## config.mk

```make
export PLATFORM = sky130hd
export DESIGN_NAME = instr_encoder
export DESIGN_NICKNAME = d
export VERILOG_FILES = /design/src/rtl/instr_encoder.sv
export SDC_FILE = /design/constraint.sdc
export NUM_CORES = 1
export LEC_CHECK = 0
export ABC_CLOCK_PERIOD_IN_PS = 5700
export CAP_MARGIN = 20
export CORE_MARGIN = 4
export CORE_UTILIZATION = 55
export CTS_CLUSTER_SIZE = 20
export DETAILED_ROUTE_END_ITERATION = 16
export GPL_ROUTABILITY_DRIVEN = 0
export MAX_ROUTING_LAYER = met4
export PLACE_DENSITY_LB_ADDON = 0.08
export SYNTH_ARGS = -nofsm -noshare
export SYNTH_HDL_FRONTEND = slang
export SYNTH_SLANG_ARGS = --single-unit
```

## constraint.sdc

```tcl
create_clock -name CLK -period 5.7 [get_ports CLK]
set_input_delay 1.71 -clock CLK [delete_from_list [all_inputs] [get_ports CLK]]
set_output_delay 1.71 -clock CLK [all_outputs]
set_load 0.05 [all_outputs]
```

## src/rtl/instr_encoder.sv

```systemverilog
// instr_encoder: encodes field-level requests into ARM-subset words and streams them into instruction memory.
// Optional macro ENC_ILLEGAL_CHK_EN: also reject unsupported DP cmds and nonzero ReqSrc[23:12] for DP/MEM.
module instr_encoder #(
    parameter int                DEPTH     = 4,
    parameter int                ADDR_W    = 10,
    parameter logic [ADDR_W-1:0] BASE_ADDR = '0
) (
    input  logic                       CLK,
    input  logic                       RESETn,
    input  logic                       ReqValid,
    output logic                       ReqReady,
    input  logic [1:0]                 ReqClass,
    input  logic [3:0]                 ReqCond,
    input  logic [3:0]                 ReqCmd,
    input  logic                       ReqI,
    input  logic                       ReqS,
    input  logic                       ReqU,
    input  logic                       ReqL,
    input  logic [3:0]                 ReqRn,
    input  logic [3:0]                 ReqRd,
    input  logic [23:0]                ReqSrc,
    input  logic                       Rewind,
    input  logic                       IMemReady,
    output logic                       IMemWE,
    output logic [ADDR_W-1:0]          IMemAddr,
    output logic [31:0]                IMemWD,
    output logic [$clog2(DEPTH):0]     Count,
    output logic                       ErrIllegal
);

    localparam int PTR_W = (DEPTH > 1) ? $clog2(DEPTH) : 1;
    localparam int CNT_W = $clog2(DEPTH) + 1;
    localparam logic [CNT_W-1:0] FULL_CNT = CNT_W'(DEPTH);

    typedef enum logic {IDLE = 1'b0, WRITE = 1'b1} state_t;

    state_t             state_reg, state_next;
    logic               enc_valid_reg;
    logic [31:0]        enc_word_reg;
    logic               err_reg;
    logic [31:0]        mem [DEPTH];
    logic [PTR_W-1:0]   wr_ptr_reg, rd_ptr_reg;
    logic [CNT_W-1:0]   count_reg, count_next;
    logic [ADDR_W-1:0]  addr_reg;

    logic [31:0]        enc_word_next;
    logic               req_illegal;
    logic               accept, full, push, pop, dp_cmp;

    assign full     = (count_reg == FULL_CNT);
    assign ReqReady = ~full;
    assign accept   = ReqValid & ReqReady;
    assign dp_cmp   = (ReqCmd[3:1] == 3'b101);
    assign pop      = (state_reg == WRITE) && IMemReady && (count_reg != '0);
    // The encode stage is an extra slot: it drains into the FIFO unless the FIFO is full and not popping.
    assign push     = enc_valid_reg && (!full || pop);

`ifdef ENC_ILLEGAL_CHK_EN
    logic dp_cmd_ok;
    logic src_hi_nz;
    assign dp_cmd_ok = (ReqCmd == 4'b0100) || (ReqCmd == 4'b0010) || (ReqCmd == 4'b0000) ||
                       (ReqCmd == 4'b1100) || (ReqCmd == 4'b1010) || (ReqCmd == 4'b1011);
    assign src_hi_nz = |ReqSrc[23:12];
`endif

    always_comb begin
        enc_word_next = '0;
        req_illegal   = 1'b0;
        case (ReqClass)
            2'b00: begin
                // CMP/CMN only make sense as flag-setting compares with no destination.
                enc_word_next = {ReqCond, 2'b00, ReqI, ReqCmd, ReqS | dp_cmp, ReqRn,
                                 dp_cmp ? 4'b0000 : ReqRd, ReqSrc[11:0]};
`ifdef ENC_ILLEGAL_CHK_EN
                req_illegal = !dp_cmd_ok || src_hi_nz;
`endif
            end
            2'b01: begin
                enc_word_next = {ReqCond, 2'b01, 1'b0, 1'b1, ReqU, 1'b0, 1'b0, ReqL,
                                 ReqRn, ReqRd, ReqSrc[11:0]};
`ifdef ENC_ILLEGAL_CHK_EN
                req_illegal = src_hi_nz;
`endif
            end
            2'b10: begin
                enc_word_next = {ReqCond, 3'b101, 1'b0, ReqSrc};
            end
            default: begin
                req_illegal = 1'b1;
            end
        endcase
    end

    always_comb begin
        count_next = count_reg;
        if (push && !pop) begin
            count_next = count_reg + CNT_W'(1);
        end else if (!push && pop) begin
            count_next = count_reg - CNT_W'(1);
        end
    end

    always_ff @(posedge CLK or negedge RESETn) begin
        if (!RESETn) begin
            enc_valid_reg <= 1'b0;
            enc_word_reg  <= '0;
            err_reg       <= 1'b0;
            wr_ptr_reg    <= '0;
            rd_ptr_reg    <= '0;
            count_reg     <= '0;
            addr_reg      <= BASE_ADDR;
        end else begin
            err_reg <= accept & req_illegal;
            if (accept) begin
                enc_valid_reg <= ~req_illegal;
                enc_word_reg  <= enc_word_next;
            end else if (push) begin
                enc_valid_reg <= 1'b0;
            end
            if (push) begin
                wr_ptr_reg <= wr_ptr_reg + PTR_W'(1);
            end
            if (pop) begin
                rd_ptr_reg <= rd_ptr_reg + PTR_W'(1);
            end
            count_reg <= count_next;
            if (Rewind) begin
                addr_reg <= BASE_ADDR;
            end else if (pop) begin
                addr_reg <= addr_reg + ADDR_W'(4);
            end
        end
    end

    // Storage is left unreset so it maps onto plain RAM; occupancy is tracked by the pointers.
    always_ff @(posedge CLK) begin
        if (push) begin
            mem[wr_ptr_reg] <= enc_word_reg;
        end
    end

    always_ff @(posedge CLK or negedge RESETn) begin
        if (!RESETn) begin
            state_reg <= IDLE;
        end else begin
            state_reg <= state_next;
        end
    end

    always_comb begin
        state_next = state_reg;
        case (state_reg)
            IDLE:    if (count_reg != '0 || push) state_next = WRITE;
            WRITE:   if (count_next == '0) state_next = IDLE;
            default: state_next = IDLE;
        endcase
    end

    always_comb begin
        IMemWE = 1'b0;
        IMemWD = '0;
        if (state_reg == WRITE) begin
            IMemWE = 1'b1;
            IMemWD = mem[rd_ptr_reg];
        end
    end

    assign IMemAddr   = addr_reg;
    assign Count      = count_reg;
    assign ErrIllegal = err_reg;

endmodule

```

==> flow_summary.ini <==
[status]
status = finished, final reports clean

[route]
drc = 0
wl_per_cell_um = 20.06
first_iter_violations = 337
num_vias = 3928
viasPerCell = 5.603
ant_nets = 0
dr.pass1.iters = 4
wirelength_mm = 14.06

[critical_path]
crit_fanout = 16
cp.arrival_ps = 2890
cp_num_buf_inv = 2
cp_slowest_cell = dfrtp_2
crit_path_end_kind = output port
critPathMaxStageDelay_ps = 710
crit_type = flop to output port
crit_path_start_kind = flop
cpLargestDelayFamily = buffers and inverters
crit_chain = buf_4, mux4_2, and2_1, clkdlybuf4s50_1
required_ps = 3990

[timing]
hold_viol_final = 0
tightest_slew_ps = 912.5
setup_violations = 0
clock_skew_ps = 7.871
slew-limit-headroom_pct = 39.17
fin_crit_ps = 4600
fin_tns_setup_ps = 0
setup_slack_ps = 1100
fmax_mhz = 217.4
fin_crit_sh_pct = 80.71
slew_viol_final = 0
rsz0062_at_grt = no

[final_layout]
largest_reg_flops = 128
layout_commonest_cell = edfxtp_1
area_delta_synth_final_pct = 23.59
drive_gt1_share_pct = 16.82
n_antenna_cell = 0
nets = 575
layout_common_cells = 128 x edfxtp_1, 95 x clkdlybuf4s50_1, 48 x dfrtp_1

[global_routing]
track_usage_pct = 21.11
grt_pass1_wl_mm = 22.43
overflow = 0
grt_antenna_before_repair = 0
grt_max_degree = 51
grt_pass1_vias = 4116

[power]
p_leak_nw = 3.213
irDropWorstVdd_v = 0.0003716
power_density_nw_per_um2 = 575.2

[die]
die_w_um = 122.2
fp.dieH_um = 122.2
rows = 41
design.core.area_um2 = 12670
ios = 99
start_util_pct = 56.56
die-area_um2 = 14920

[clock_network]
postCtsHoldBufs = 0
cts_buffer_depth = 2
cts_resized = 0
cts_tree = built
cts_setup_buffers = 0
numClockSinks = 178
cts-root-buf = clkbuf_16
insertion_delay_ps = 420
cts_buffers = 17
htreeDepth = 4
clkSlewWorstSetupHoldPaths_ps = 60

[yosys]
yosys_warnings = 0
synth_seq_area_share_pct = 71.09
synth_seq_cells = 178
synth_area_per_cell_um2 = 17.15
synth_area_um2 = 7167
synth.distinct_cells = 45
syn_inst = 418

[place]
place_hpwl_mm = 8.511
dpl_worst_slack_ps = 1472
io_buffers = 96

[flow_run]
drv.max_cap_violation_count = 0

[worst_hold_path]
hold_class = flop to flop
[power by group]
part,switching [W],leakage [nW],internal [W]
sequential,0.000262,1.82,0.00178
combinational,0.00116,1.13,0.000805
clock,0.000491,0.260,0.000606
[synth_stat cells, drive strengths merged]
cell type | n | area share, %
a22o | 25 | 3.1
o221ai | 1 | 0.12
a21oi | 8 | 0.56
dfrtp | 50 | 17
a41o | 1 | 0.16
nor2 | 15 | 0.79
edfxtp | 128 | 54
mux4 | 32 | 10
xnor2 | 7 | 0.86
nor4b | 1 | 0.12
conb | 1 | 0.052
o21a | 1 | 0.10
o21ai | 10 | 0.70
nor3 | 1 | 0.070
nor2b | 5 | 0.44
a21bo | 1 | 0.14
a211o | 1 | 0.12
xor2 | 5 | 0.61
o32ai | 1 | 0.12
mux2 | 1 | 0.16
clkbuf | 13 | 0.68
ha | 8 | 1.4
nand3 | 4 | 0.28
and3b | 1 | 0.12
a31oi | 2 | 0.35
and2 | 37 | 3.2
mux2i | 3 | 0.42
nand3b | 1 | 0.10
maj3 | 1 | 0.16
nand4 | 2 | 0.17
o211ai | 1 | 0.17
inv | 9 | 0.47
and2b | 1 | 0.14
and3 | 1 | 0.087
nand2 | 20 | 1.1
nand2b | 2 | 0.28
o31a | 1 | 0.12
buf | 11 | 0.86
a221oi | 1 | 0.12
o31ai | 4 | 0.42
[layout make-up]
class                           instances  area, µm²
Clock buffer                           18      429.2
Clock inverter                         14      130.1
Fill cell                             880       3814
Inverter                                9      33.78
Multi-Input combinational cell        208       1943
Sequential cell                       178       5097
Tap cell                              172      215.2
Timing Repair Buffer                  102       1008
[kinds of logic after synthesis]
family | Yosys count | share of synthesized area (%)
AND/OR/NAND/NOR | 91 | 6.913
other | 1 | 0.05232
flip-flops | 178 | 71.09
buffers and inverters | 33 | 2.008
adder cells (fa/ha/maj) | 9 | 1.554
XOR/XNOR | 12 | 1.466
multiplexers | 36 | 10.63
AO/OA/AOI/OAI | 58 | 6.285
[worst reg2reg max path, delay by kind of cell, from the launching register on]
kind / cells / cell delay (ps)
flip-flops: 1 / 880
AO/OA/AOI/OAI: 1 / 390
AND/OR/NAND/NOR: 2 / 950
buffers and inverters: 1 / 320
[layer usage]
metal | track usage [%] | vias to the layer above | part of all wire, %
met4 | 6.788 | 0 | 1.5
met3 | 4.178 | 17 | 4.8
met2 | 34.43 | 98 | 52
met5 | - | - | 0
met1 | 27.12 | 2020 | 42
li1 | - | 1793 | -
[through the flow]
stage	instance area, µm²	hold WS, ps	cells	utilization, %	total power, W
floorplan	7171	470.9	419	-	0.003382
global placement	8283	481.6	668	65.37	0.003997
detailed placement	8298	505.0	669	65.49	0.004045
CTS	8857	520.5	701	69.90	0.005146
global route	8857	541.2	701	69.90	0.005341
finish	8857	518.8	701	69.90	0.005095
[path summary, 6_finish.rpt]
check                      depth (start not counted)  slack, ps        startpoint            end
setup / recovery                                   4       1100     rd_ptr_reg[0]     IMemWD[20]
hold / removal                                     0        520  enc_word_reg[27]     mem[0][27]
setup reg to reg                                   4       2760         state_reg     mem[0][12]
hold reg to reg                                    0        520  enc_word_reg[27]     mem[0][27]
max in group asynchronous                          2       3760            RESETn  rd_ptr_reg[0]
min in group asynchronous                          2       1420            RESETn    IMemAddr[6]
(Power assumes the default switching activity.)
